==> config.mk <==
export PLATFORM = sky130hd
export DESIGN_NAME = regfile_wbuf
export DESIGN_NICKNAME = d
export VERILOG_FILES = /design/src/rtl/regfile_wbuf_pkg.sv /design/src/rtl/regfile_wbuf_read_mux.sv /design/src/rtl/regfile_wbuf.sv
export SDC_FILE = /design/constraint.sdc
export NUM_CORES = 1
export LEC_CHECK = 0
export CORE_MARGIN = 4
export CORE_UTILIZATION = 55
export CTS_CLUSTER_DIAMETER = 60
export CTS_CLUSTER_SIZE = 8
export DETAILED_ROUTE_END_ITERATION = 16
export HOLD_SLACK_MARGIN = 0.12
export PLACE_DENSITY = 0.76
export SYNTH_ARGS = -nofsm -noshare
export SYNTH_HDL_FRONTEND = slang
export SYNTH_SLANG_ARGS = --single-unit
==> constraint.sdc <==
create_clock -name clk -period 15.1 [get_ports clk]
set_input_delay 2.265 -clock clk [delete_from_list [all_inputs] [get_ports clk]]
set_output_delay 2.265 -clock clk [all_outputs]
set_load 0.01 [all_outputs]
==> src/rtl/regfile_wbuf_pkg.sv <==
// Shared constants, payload type and address qualification helper for regfile_wbuf.
package regfile_wbuf_pkg;

    localparam int unsigned DEF_DATA_W = 16;
    localparam int unsigned DEF_ADDR_W = 3;

    // Buffered write payload at the default geometry.
    typedef struct packed {
        logic [DEF_ADDR_W-1:0] addr;
        logic [DEF_DATA_W-1:0] data;
    } pend_t;

    // An address maps to a real, non-hardwired register.
    function automatic logic addr_valid(input int unsigned addr,
                                        input int unsigned nreg,
                                        input int unsigned zero_reg);
        return (addr < nreg) && !((zero_reg != 0) && (addr == 0));
    endfunction

endpackage

==> src/rtl/regfile_wbuf_read_mux.sv <==
// One read port: range/zero-register masking, buffered-write bypass, array select.
module regfile_read_mux
    import regfile_wbuf_pkg::*;
#(
    parameter int unsigned DATA_W   = 16,
    parameter int unsigned ADDR_W   = 3,
    parameter int unsigned NREG     = 8,
    parameter int unsigned ZERO_REG = 0,
    parameter int unsigned BYPASS   = 1
) (
    input  logic [ADDR_W-1:0] rd_addr,
    input  logic              pend_valid,
    input  logic [ADDR_W-1:0] pend_addr,
    input  logic [DATA_W-1:0] pend_data,
    input  logic [DATA_W-1:0] regs [NREG],
    output logic [DATA_W-1:0] rd_data
);

    always_comb begin
        rd_data = '0;
        if (!addr_valid(32'(rd_addr), NREG, ZERO_REG)) begin
            rd_data = '0;
        end else if ((BYPASS != 0) && pend_valid && (rd_addr == pend_addr)) begin
            rd_data = pend_data;
        end else begin
            for (int i = 0; i < NREG; i++) begin
                if (rd_addr == ADDR_W'(i)) rd_data = regs[i];
            end
        end
    end

endmodule

==> src/rtl/regfile_wbuf.sv <==
// Register file with a one-entry write buffer: writes are accepted on one edge
// and committed to the array on the next, with optional read forwarding.
module regfile_wbuf
    import regfile_wbuf_pkg::*;
#(
    parameter int unsigned DATA_W   = 16,
    parameter int unsigned ADDR_W   = 3,
    parameter int unsigned NREG     = 8,
    parameter int unsigned ZERO_REG = 0,
    parameter int unsigned BYPASS   = 1
) (
    input  logic              clk,
    input  logic              rst,
    input  logic              wr_en,
    input  logic [ADDR_W-1:0] wr_addr,
    input  logic [DATA_W-1:0] wr_data,
    input  logic [ADDR_W-1:0] rd_addr_a,
    output logic [DATA_W-1:0] rd_data_a,
    input  logic [ADDR_W-1:0] rd_addr_b,
    output logic [DATA_W-1:0] rd_data_b,
    output logic [NREG-1:0]   commit_onehot,
    output logic              pend_valid
);

    typedef struct packed {
        logic [ADDR_W-1:0] addr;
        logic [DATA_W-1:0] data;
    } wbuf_t;

    wbuf_t             pend;
    logic [DATA_W-1:0] regs [NREG];
    logic              wr_ok_c;

    assign wr_ok_c = wr_en && addr_valid(32'(wr_addr), NREG, ZERO_REG);

    // Buffer stage: commits the held write and reloads on the same edge.
    always_ff @(posedge clk or posedge rst) begin
        if (rst) begin
            pend_valid    <= 1'b0;
            pend          <= '0;
            commit_onehot <= '0;
        end else begin
            pend_valid <= wr_ok_c;
            if (wr_ok_c) pend <= '{addr: wr_addr, data: wr_data};
            commit_onehot <= pend_valid ? (NREG'(1) << pend.addr) : '0;
        end
    end

    // Storage array, written only from the buffer.
    always_ff @(posedge clk or posedge rst) begin
        if (rst) begin
            for (int i = 0; i < NREG; i++) regs[i] <= '0;
        end else begin
            for (int i = 0; i < NREG; i++) begin
                if (pend_valid && (pend.addr == ADDR_W'(i))) regs[i] <= pend.data;
            end
        end
    end

    regfile_read_mux #(
        .DATA_W(DATA_W), .ADDR_W(ADDR_W), .NREG(NREG),
        .ZERO_REG(ZERO_REG), .BYPASS(BYPASS)
    ) u_rd_a (
        .rd_addr    (rd_addr_a),
        .pend_valid (pend_valid),
        .pend_addr  (pend.addr),
        .pend_data  (pend.data),
        .regs       (regs),
        .rd_data    (rd_data_a)
    );

    regfile_read_mux #(
        .DATA_W(DATA_W), .ADDR_W(ADDR_W), .NREG(NREG),
        .ZERO_REG(ZERO_REG), .BYPASS(BYPASS)
    ) u_rd_b (
        .rd_addr    (rd_addr_b),
        .pend_valid (pend_valid),
        .pend_addr  (pend.addr),
        .pend_data  (pend.data),
        .regs       (regs),
        .rd_data    (rd_data_b)
    );

endmodule

Word-level counts from Yosys, hierarchy flattened
Index checks and enable logic that the tools add are counted.
W data, S select, Z words.
{ "op_classes": {"n_mul": 0, "n_addsub": 0, "n_div": 0, "reduce_logical": 13, "bitwise_logic": 0, "muxes": 19, "shifts": 1, "n_eq_ne": 23, "magnitude_cmp": 0} }
{ "op_table": {"columns": ["op", "count"], "rows": [
  ["$mux W16", 18],
  ["$eq A3 B3 Y1 const B", 12],
  ["$eq A3 B2 Y1 const B", 6],
  ["$logic_and A1 B1 Y1", 10],
  ["$eq A3 B1 Y1 const B", 3],
  ["$logic_not A3 Y1", 3],
  ["$mux W8", 1],
  ["$shl A1 B3 Y8 const A", 1],
  ["$eq A3 B3 Y1", 2]
]} }
{ "word_totals": {"ff_bits": 156, "n_memories": 0, "wordCells": 68, "latchBits": 0, "mem_bits_rw": 0, "input_bits": 28, "mem_bits_ro": 0, "out_inout_bits": 41} }

Longest topological paths before layout
Gate-level depths: netlist of the first run.
{ "depth": {"word_depth": 10, "depth_mapped": 7, "ltp_nobuf": 4} }

Hierarchy
From an unflattened synthesis of the first run, not the netlist that was laid out.
{ "hier_totals": {"cells_unflattened": 845, "hier_area_um2": 9118.7} }
{ "by_module_without_submodules": {"columns": ["mod", "cells_per_inst", "area_per_inst_um2", "seq_area_each_um2", "instances"], "rows": [
  ["regfile_wbuf", 333, 5850.6, 3903.7, 1],
  ["regfile_read_mux", 256, 1634.1, 0.0, 2]
]} }

Worst setup path after synthesis of the first run
No wires, ideal clock.
{ "synth_path": {"kind": "input-to-output", "startpoint": "input rd_addr_a[1]", "endpoint": "output rd_data_a[10]", "required_ps": 12835, "path_stages": 7, "slack_ps": 9445, "n_path_buf": 4, "t_arrival_ps": 3390, "cell_sequence": "buf_4 > buf_6 > buf_4 > nand3_1 > buf_2 > nor2_1 > o31ai_1"} }
{ "synth_via": {"elab_chain_len": 10, "word_cells_on_any_way": 19, "cone_classes": "8 x eq/ne; 9 x mux; 2 x reduce/logical"} }
{ "synth_lines": {"columns": ["item", "line", "text"], "rows": [
  ["from (decl)", "regfile_wbuf.sv:17", "input logic [ADDR_W-1:0] rd_addr_a,"],
  ["$logic_not A3 Y1", "regfile_wbuf_read_mux.sv:27", "if (rd_addr == ADDR_W'(i)) rd_data = regs[i];"],
  ["$mux W16 (8 in a row)", "regfile_wbuf_read_mux.sv:27", null],
  ["$mux W16 *", "regfile_wbuf_read_mux.sv:23", "end else if ((BYPASS != 0) && pend_valid && (rd_addr == pend_addr)) begin"],
  ["to (decl)", "regfile_wbuf.sv:18", "output logic [DATA_W-1:0] rd_data_a,"]
]} }
Mark *: on every way between the ends. The rest lies on a longest branch, timed or not.

Worst setup path after layout of the first run
{ "layout_path": {"startpoint": "input rd_addr_a[2]", "endpoint": "output rd_data_a[15]"} }
The elaborated chain is that of the path after synthesis.

==> results of run 1 <==
## kinds of logic (layout without fill, tap and decap cells)
| group | Yosys count | after routing | synth area share, % |
|---|---|---|---|
| AND/OR/NAND/NOR | 297 | 297 | 15.3 |
| flip-flops | 156 | 156 | 45.3 |
| XOR/XNOR | 6 | 6 | 0.609 |
| AO/OA/AOI/OAI | 109 | 109 | 8.14 |
| buffers and inverters | 84 | 119 | 5.47 |
| multiplexers | 169 | 169 | 25.2 |
## sequential cells by signal, summed over array words and instances (netlist names)
register       flops
pend_valid         1
pend              19
regs             128
commit_onehot      8
## final timing paths
path / from / end / slack, ns / cells past startpoint
min: regs[23]$_DFFE_PP0P_ / regs[23]$_DFFE_PP0P_ / 0.50 / 2
min reg2reg: regs[23]$_DFFE_PP0P_ / regs[23]$_DFFE_PP0P_ / 0.50 / 2
max in group asynchronous: rst / regs[16]$_DFFE_PP0P_ / 11.38 / 3
min in group asynchronous: rst / regs[65]$_DFFE_PP0P_ / 2.41 / 2
max: rd_addr_a[2] / rd_data_a[15] / 7.58 / 6
max reg2reg: pend[17]$_DFFE_PP0P_ / regs[34]$_DFFE_PP0P_ / 12.18 / 3
## worst max-delay path, cell delays in order
cell and delay (ns):
clkdlybuf4s50_1 0.46, buf_4 0.32, clkinv_1 0.73, and3_1 0.41, o41ai_2 0.43, clkdlybuf4s50_1 0.61
## layer usage
metal	up-vias	part of all wire (%)	wire, um	GRT usage, %
met4	0	2.6	638	9.94
li1	2902	-	-	-
met2	411	48	11700	45.3
met3	76	9.4	2270	7.33
met5	-	0	0	0
met1	3330	40	9550	36.7
## synth_stat cells, drive strengths merged (2+ instances only)
master   count
nand2b       5
nand4b       3
buf         42
o22ai       12
inv          4
mux2i       56
mux4        25
clkinv       5
nor2        40
o221a        5
xnor2        6
nor3         2
and3b        2
o221ai       6
a21oi       16
nand4        2
or2         12
o31ai       11
a31oi       11
nor3b       13
nor2b        2
dfrtp      156
clkbuf      33
a2bb2oi      7
nand3        2
nand2      209
o21ai       39
mux2        88
## per-stage QoR
step | hold slack [ns] | util (%)
2_1_floorplan | 0.452 | -
3_3_place_gp | 0.473 | 60.4
3_5_place_dp | 0.482 | 60.4
4_1_cts | 0.498 | 64.3
5_1_grt | 0.535 | 64.3
6_report | 0.500 | 64.3
## report_power, final
group,switching (W),internal (W),leakage [nW]
combinational,0.000182,0.000239,2.25
clock,0.000173,0.000262,0.285
sequential,0.000118,0.000547,1.92
## final cells by class
type / instances / area, um^2 / area share [%]
multi-input cells: 581 / 4250 / 43.4
flip-flops and latches: 156 / 3900 / 39.8
repair buffers: 81 / 758 / 7.73
clock buffers: 19 / 443 / 4.52
well taps: 211 / 264 / 2.69
clock inverters: 10 / 143 / 1.45
inverters: 9 / 38.8 / 0.396
==> metrics.md, run 1 <==
| Metric | Value |
|---|---|
| Placed inst area | 0.00922 mm^2 |
| PnR worst setup slack | 7.58 ns |
| Synthesis-stage register bit count | 156 |
| Final hold vios | 0 |
| DP HPWL | 14000 um |
| Cts bufs inserted | 17 |
| Worst path arrival time | 5.26 ns |
| # DRC | 0 |
| Clock sinks | 156 |
| Inst Count DP | 1038 |
| Sequential fraction of the synthesis area | 45.3% |
| Fin crit period | 7.52 ns |
| Pwr Density | 155 mW/mm^2 |
| Worst Path Required | 12.84 ns |
| Period utilisation layout | 49.8% |
| RSZ-0062 raised after global routing | false |
| Post-Syn Nets | 849 |
| Initial drt markers | 839 |
| Vias | 6719 |
| Worst setup SP type | input pin |
| Fillers | 1167 |
| Initial antenna violation count | 0 |
| Clock buffer depth | 2 |
| Die footprint | 0.0177 mm^2 |
| Commonest non-fill, non-tap cells in the layout | nand2_1, dfrtp_1, mux2_2, clkdlybuf4s50_1, mux2i_1 |
| Final-report setup violation count | 0 |
| Synth area leader | dfrtp_1 |
| Syn Std Cell Area | 0.00862 mm^2 |
| Post-CTS resize count | 0 |
| Setup crit end kind | primary output |
| Remaining antenna violation count | 0 |
| Post-Layout Inst Area | 0.00980 mm^2 |
| Total global-route track usage | 28.0% |
| Wirelength per Cell | 22.6 um |
| CTS clock-pin slew for the worst setup and hold paths | 0.06 ns |
| Root Driver | clkbuf_16 |
| Syn Inst Count | 821 |
| HP Class | flop to flop |
| Post-synth cell types | 48 |
| VDD IR max | 0.100 mV |
| Setup_tns | 0 ns |
| Final Max Slew Viols | 0 |
| Routability Congestion | 0.886 |
| Most common cell after layout, fill and taps aside | nand2_1 |
| Fin nets | 874 |
| Total core area | 0.0153 mm^2 |
| Critical path type | input pin to primary output |
| H-tree levels | 4 |
| Primary FF master, synth | dfrtp_1 |
| CTS hold repair buffers | 0 |
| Synth Warn # | 0 |
| Tot Pwr | 0.00152 W |
| Syn Area/Cell | 10.5 um^2 |
| Total grt overflow | 0 |
| Maximum clock rate | 133 MHz |
| Initial Util | 56.5% |
| Non-Filler Instances | 1067 |
| Post CTS Setup Buffer Count | 0 |
| Crit-path max FO | 24 |
| Top cells by area, synth | dfrtp_1, mux2_2, nand2_1 |
| TritonCTS clock tree | done |
| Rows | 45 |
| Routed vias/inst | 6.30 |
| Post-Route WL | 24200 um |
| First-pass GRT wire length | 38400 um |
| Max_cap viols | 0 |
| Yosys top cell area share | 45.3% |
| Layout cells sized above 1 | 20.4% |
| Antenna diode instance count | 0 |
| Clk_skew | 0.0111 ns |
| Outcome | finished clean |
| Number of global-route vias before repair | 6771 |
| Worst-Skew Late Latency | 0.44 ns |
| Detailed-router iteration count before antenna repair | 6 |
| Die width | 133 um |
| Area growth syn-to-layout | 13.7% |
| Place WS | 7.67 ns |
| Worst-margin pin slew | 1.25 ns |
| Die Height | 133 um |
| Post-synth EDFFs | 0 |
| Count of buffers from port buffering | 68 |
| Async S/R FF share, synth | 100% |
| Static Leak | 4.45 nW |
| Max_slew headroom | 16.1% |
| Num ports | 69 |
| Pin count of the biggest net entering global routing | 107 |
Note: power is estimated with default switching activity, not from simulation.
==> run 2: changes to the inputs <==
CORE_UTILIZATION = 53   (was 55)
PLACE_DENSITY = 0.77   (was 0.76)
clock period = 6.65 ns   (was 15.1 ns; I/O delays follow)
==> metrics.md, run 2 (same netlist as run 1, synthesis figures left out) <==
| Metric | Value |
|---|---|
| Outcome | finished clean |
| Worst Path Required | 5.65 ns (-7.19 ns) |
| Final hold vios | 0 (unchanged) |
| Vias | 6584 (-2.0%) |
| Detailed-router iteration count before antenna repair | 5 (-1) |
| Clock power frac | 30.8% (+2.2 points) |
| Inst Count DP | 1048 (+0.96%) |
| H-tree levels | 4 (unchanged) |
| Clock buffer depth | 2 (unchanged) |
| Num ports | 69 (unchanged) |
| Initial antenna violation count | 0 (unchanged) |
| Remaining antenna violation count | 0 (unchanged) |
| Fin nets | 879 (+0.57%) |
| Max_cap viols | 0 (unchanged) |
| Worst-Skew Late Latency | 0.44 ns (about the same) |
| Power share of the combinational group | 26.7% (-1.0 points) |
| Post-Route WL | 23800 um (-1.4%) |
| Worst Setup SP | rd_addr_a[2] |
| Worst path arrival time | 3.84 ns (-1.42 ns) |
| Critical path capture point | rd_data_a[12] |
| Worst Path Buf+Inv | 4 (unchanged) |
| Worst reg2reg startpoint | pend[16]$_DFFE_PP0P_ |
| Number of global-route vias before repair | 6566 (-3.0%) |
| Crit path cell chain | clkdlybuf4s50_1 > buf_4 > xnor2_1 > and4_1 > buf_4 > mux2_2 > clkdlybuf4s50_1 |
| Final-report setup violation count | 0 (unchanged) |
| Crit. path cell count | 7 (+1) |
| Setup crit end kind | primary output |
| Static Leak | 4.51 nW (+1.2%) |
| Die footprint | 0.0184 mm^2 (+3.5%) |
| Layout cells sized above 1 | 21.3% (+0.85 points) |
| Rows | 46 (+2.2%) |
| FF+latch area | 0.00390 mm^2 (unchanged) |
| Internal | 0.00246 W (+130%) |
| Setup_tns | 0 ns (unchanged) |
| Die width | 136 um (+1.8%) |
| Biggest register | regs |
| CTS clock-pin slew for the worst setup and hold paths | 0.07 ns (about the same) |
| Area growth syn-to-layout | 15.0% |
| Initial drt markers | 691 (-18%) |
| Psw | 0.00110 W (+130%) |
| Non-Filler Instances | 1080 (+1.2%) |
| Clk_skew | 0.00852 ns (-0.00255 ns) |
| Wirelength per Cell | 22.1 um (-2.5%) |
| Biggest regs | regs x128, pend x19, commit_onehot x8 |
| Internal reg-to-reg setup slack | 4.11 ns (-8.07 ns) |
| Root Driver | clkbuf_16 |
| Post CTS Setup Buffer Count | 0 (unchanged) |
| Count of buffers from port buffering | 68 (unchanged) |
| Most common cell after layout, fill and taps aside | nand2_1 |
| Cts bufs inserted | 17 (unchanged) |
| Fillers | 1299 (+11%) |
| Initial Util | 54.1% (-2.4 points) |
| Worst setup SP type | input pin |
| Worst-margin pin slew | 1.21 ns (-0.0440 ns) |
| Total global-route track usage | 26.8% (-1.2 points) |
| Routability Congestion | 0.901 (+1.7%) |
| Final Max Slew Viols | 0 (unchanged) |
| CTS hold repair buffers | 0 (unchanged) |
| Max reg flops | 128 (unchanged) |
| DP HPWL | 14200 um (+1.2%) |
| RSZ-0062 raised after global routing | false |
| Critical path type | input pin to primary output |
| Fin crit period | 4.83 ns |
| HP Class | flop to flop |
| Period utilisation layout | 72.7% |
| Crit-path max FO | 21 (-13%) |
| Total grt overflow | 0 (unchanged) |
| Max stage delay on crit path | 0.80 ns (+0.07 ns) |
| First-pass GRT wire length | 37400 um (-2.5%) |
| Switch share | 31.0% (-0.13 points) |
| Multi-input gate area | 0.00425 mm^2 (unchanged) |
| Critical path's top delay family | buffers and inverters |
| VDD IR max | 0.213 mV (+110%) |
| CP max stage cell | and4_1 |
| R2R Path End | regs[25]$_DFFE_PP0P_ |
| Antenna diode instance count | 0 (unchanged) |
| # DRC | 0 (unchanged) |
| FF-to-FF path depth | 4 (+1) |
| Maximum clock rate | 207 MHz |
| Reg power frac | 42.5% (-1.2 points) |
| Routed vias/inst | 6.10 (-3.2%) |
| Commonest non-fill, non-tap cells in the layout | nand2_1, dfrtp_1, mux2_2, clkdlybuf4s50_1, mux2i_1 |
| Total core area | 0.0159 mm^2 (+4.5%) |
| Post-CTS resize count | 0 (unchanged) |
| Max_slew headroom | 19.0% (+2.9 points) |
| Die Height | 136 um (+1.8%) |
| TritonCTS clock tree | done |
| Pwr Density | 359 mW/mm^2 (+130%) |
| Pin count of the biggest net entering global routing | 109 (+1.9%) |
| Clock sinks | 156 (unchanged) |
run 2: cell count changes in the layout (fill, tap and decap cells not counted), moves of 2 or more:
cell | before | now
bufinv_16 | 3 | 5
buf_4 | 13 | 18
inv_6 | 2 | 6
clkinv_4 | 3 | 1
run 2: how the worst min path moves through the flow:
stage	startpoint	end	slack [ns]	depth (start not counted)
detailed placement	regs[27]$_DFFE_PP0P_	regs[27]$_DFFE_PP0P_	0.48	2
global placement	regs[13]$_DFFE_PP0P_	regs[13]$_DFFE_PP0P_	0.48	2
CTS	regs[45]$_DFFE_PP0P_	regs[45]$_DFFE_PP0P_	0.50	2
floorplan	regs[3]$_DFFE_PP0P_	regs[3]$_DFFE_PP0P_	0.45	2
finish	regs[27]$_DFFE_PP0P_	regs[27]$_DFFE_PP0P_	0.50	2
global route	regs[13]$_DFFE_PP0P_	regs[13]$_DFFE_PP0P_	0.52	2
run 2: cell type report:
type / count / share of cell area (%)
Multi-Input combinational cell: 581 / 42.9
Sequential cell: 156 / 39.3
Timing Repair Buffer: 86 / 8.02
Clock buffer: 17 / 4.29
Tap cell: 216 / 2.72
Clock inverter: 15 / 2.36
Inverter: 9 / 0.391
run 2: worst register-to-register path, stage by stage (launching register included):
cell	delay, ns
dfrtp_1	0.68
nand4b_2	0.59
clkinv_1	0.80
nand2_1	0.28
nand2_1	0.07
run 2: metrics by stage:
stage | power [W] | worst slack, ns | utilization [%] | instance area (um^2) | hold slack (ns)
floorplan | 0.00211 | 1.45 | - | 8620 | 0.452
CTS | 0.00357 | 1.85 | 62.2 | 9920 | 0.503
global route | 0.00373 | 1.66 | 62.2 | 9920 | 0.523
global placement | 0.00242 | 1.88 | 58.1 | 9260 | 0.478
detailed placement | 0.00246 | 1.87 | 58.1 | 9260 | 0.484
finish | 0.00357 | 1.82 | 62.2 | 9920 | 0.504
run 2: metal layers:
| layer | track usage [%] | part of all wire [%] | vias up | wire length (um) |
|---|---|---|---|---|
| met4 | 12.1 | 3.7 | 0 | 876 |
| li1 | - | - | 2923 | - |
| met2 | 41.9 | 47 | 348 | 11200 |
| met1 | 35.7 | 41 | 3240 | 9800 |
| met5 | 0 | 0 | - | 0 |
| met3 | 6.24 | 8.0 | 73 | 1920 |
run 2: power by group through the flow:
stage,registers (W),logic [W],clock network (W)
finish,0.00152,0.000952,0.00110
detailed placement,0.00152,0.000944,0
floorplan,0.00140,0.000710,0
global placement,0.00150,0.000918,0
CTS,0.00150,0.000953,0.00111
global route,0.00155,0.00103,0.00115
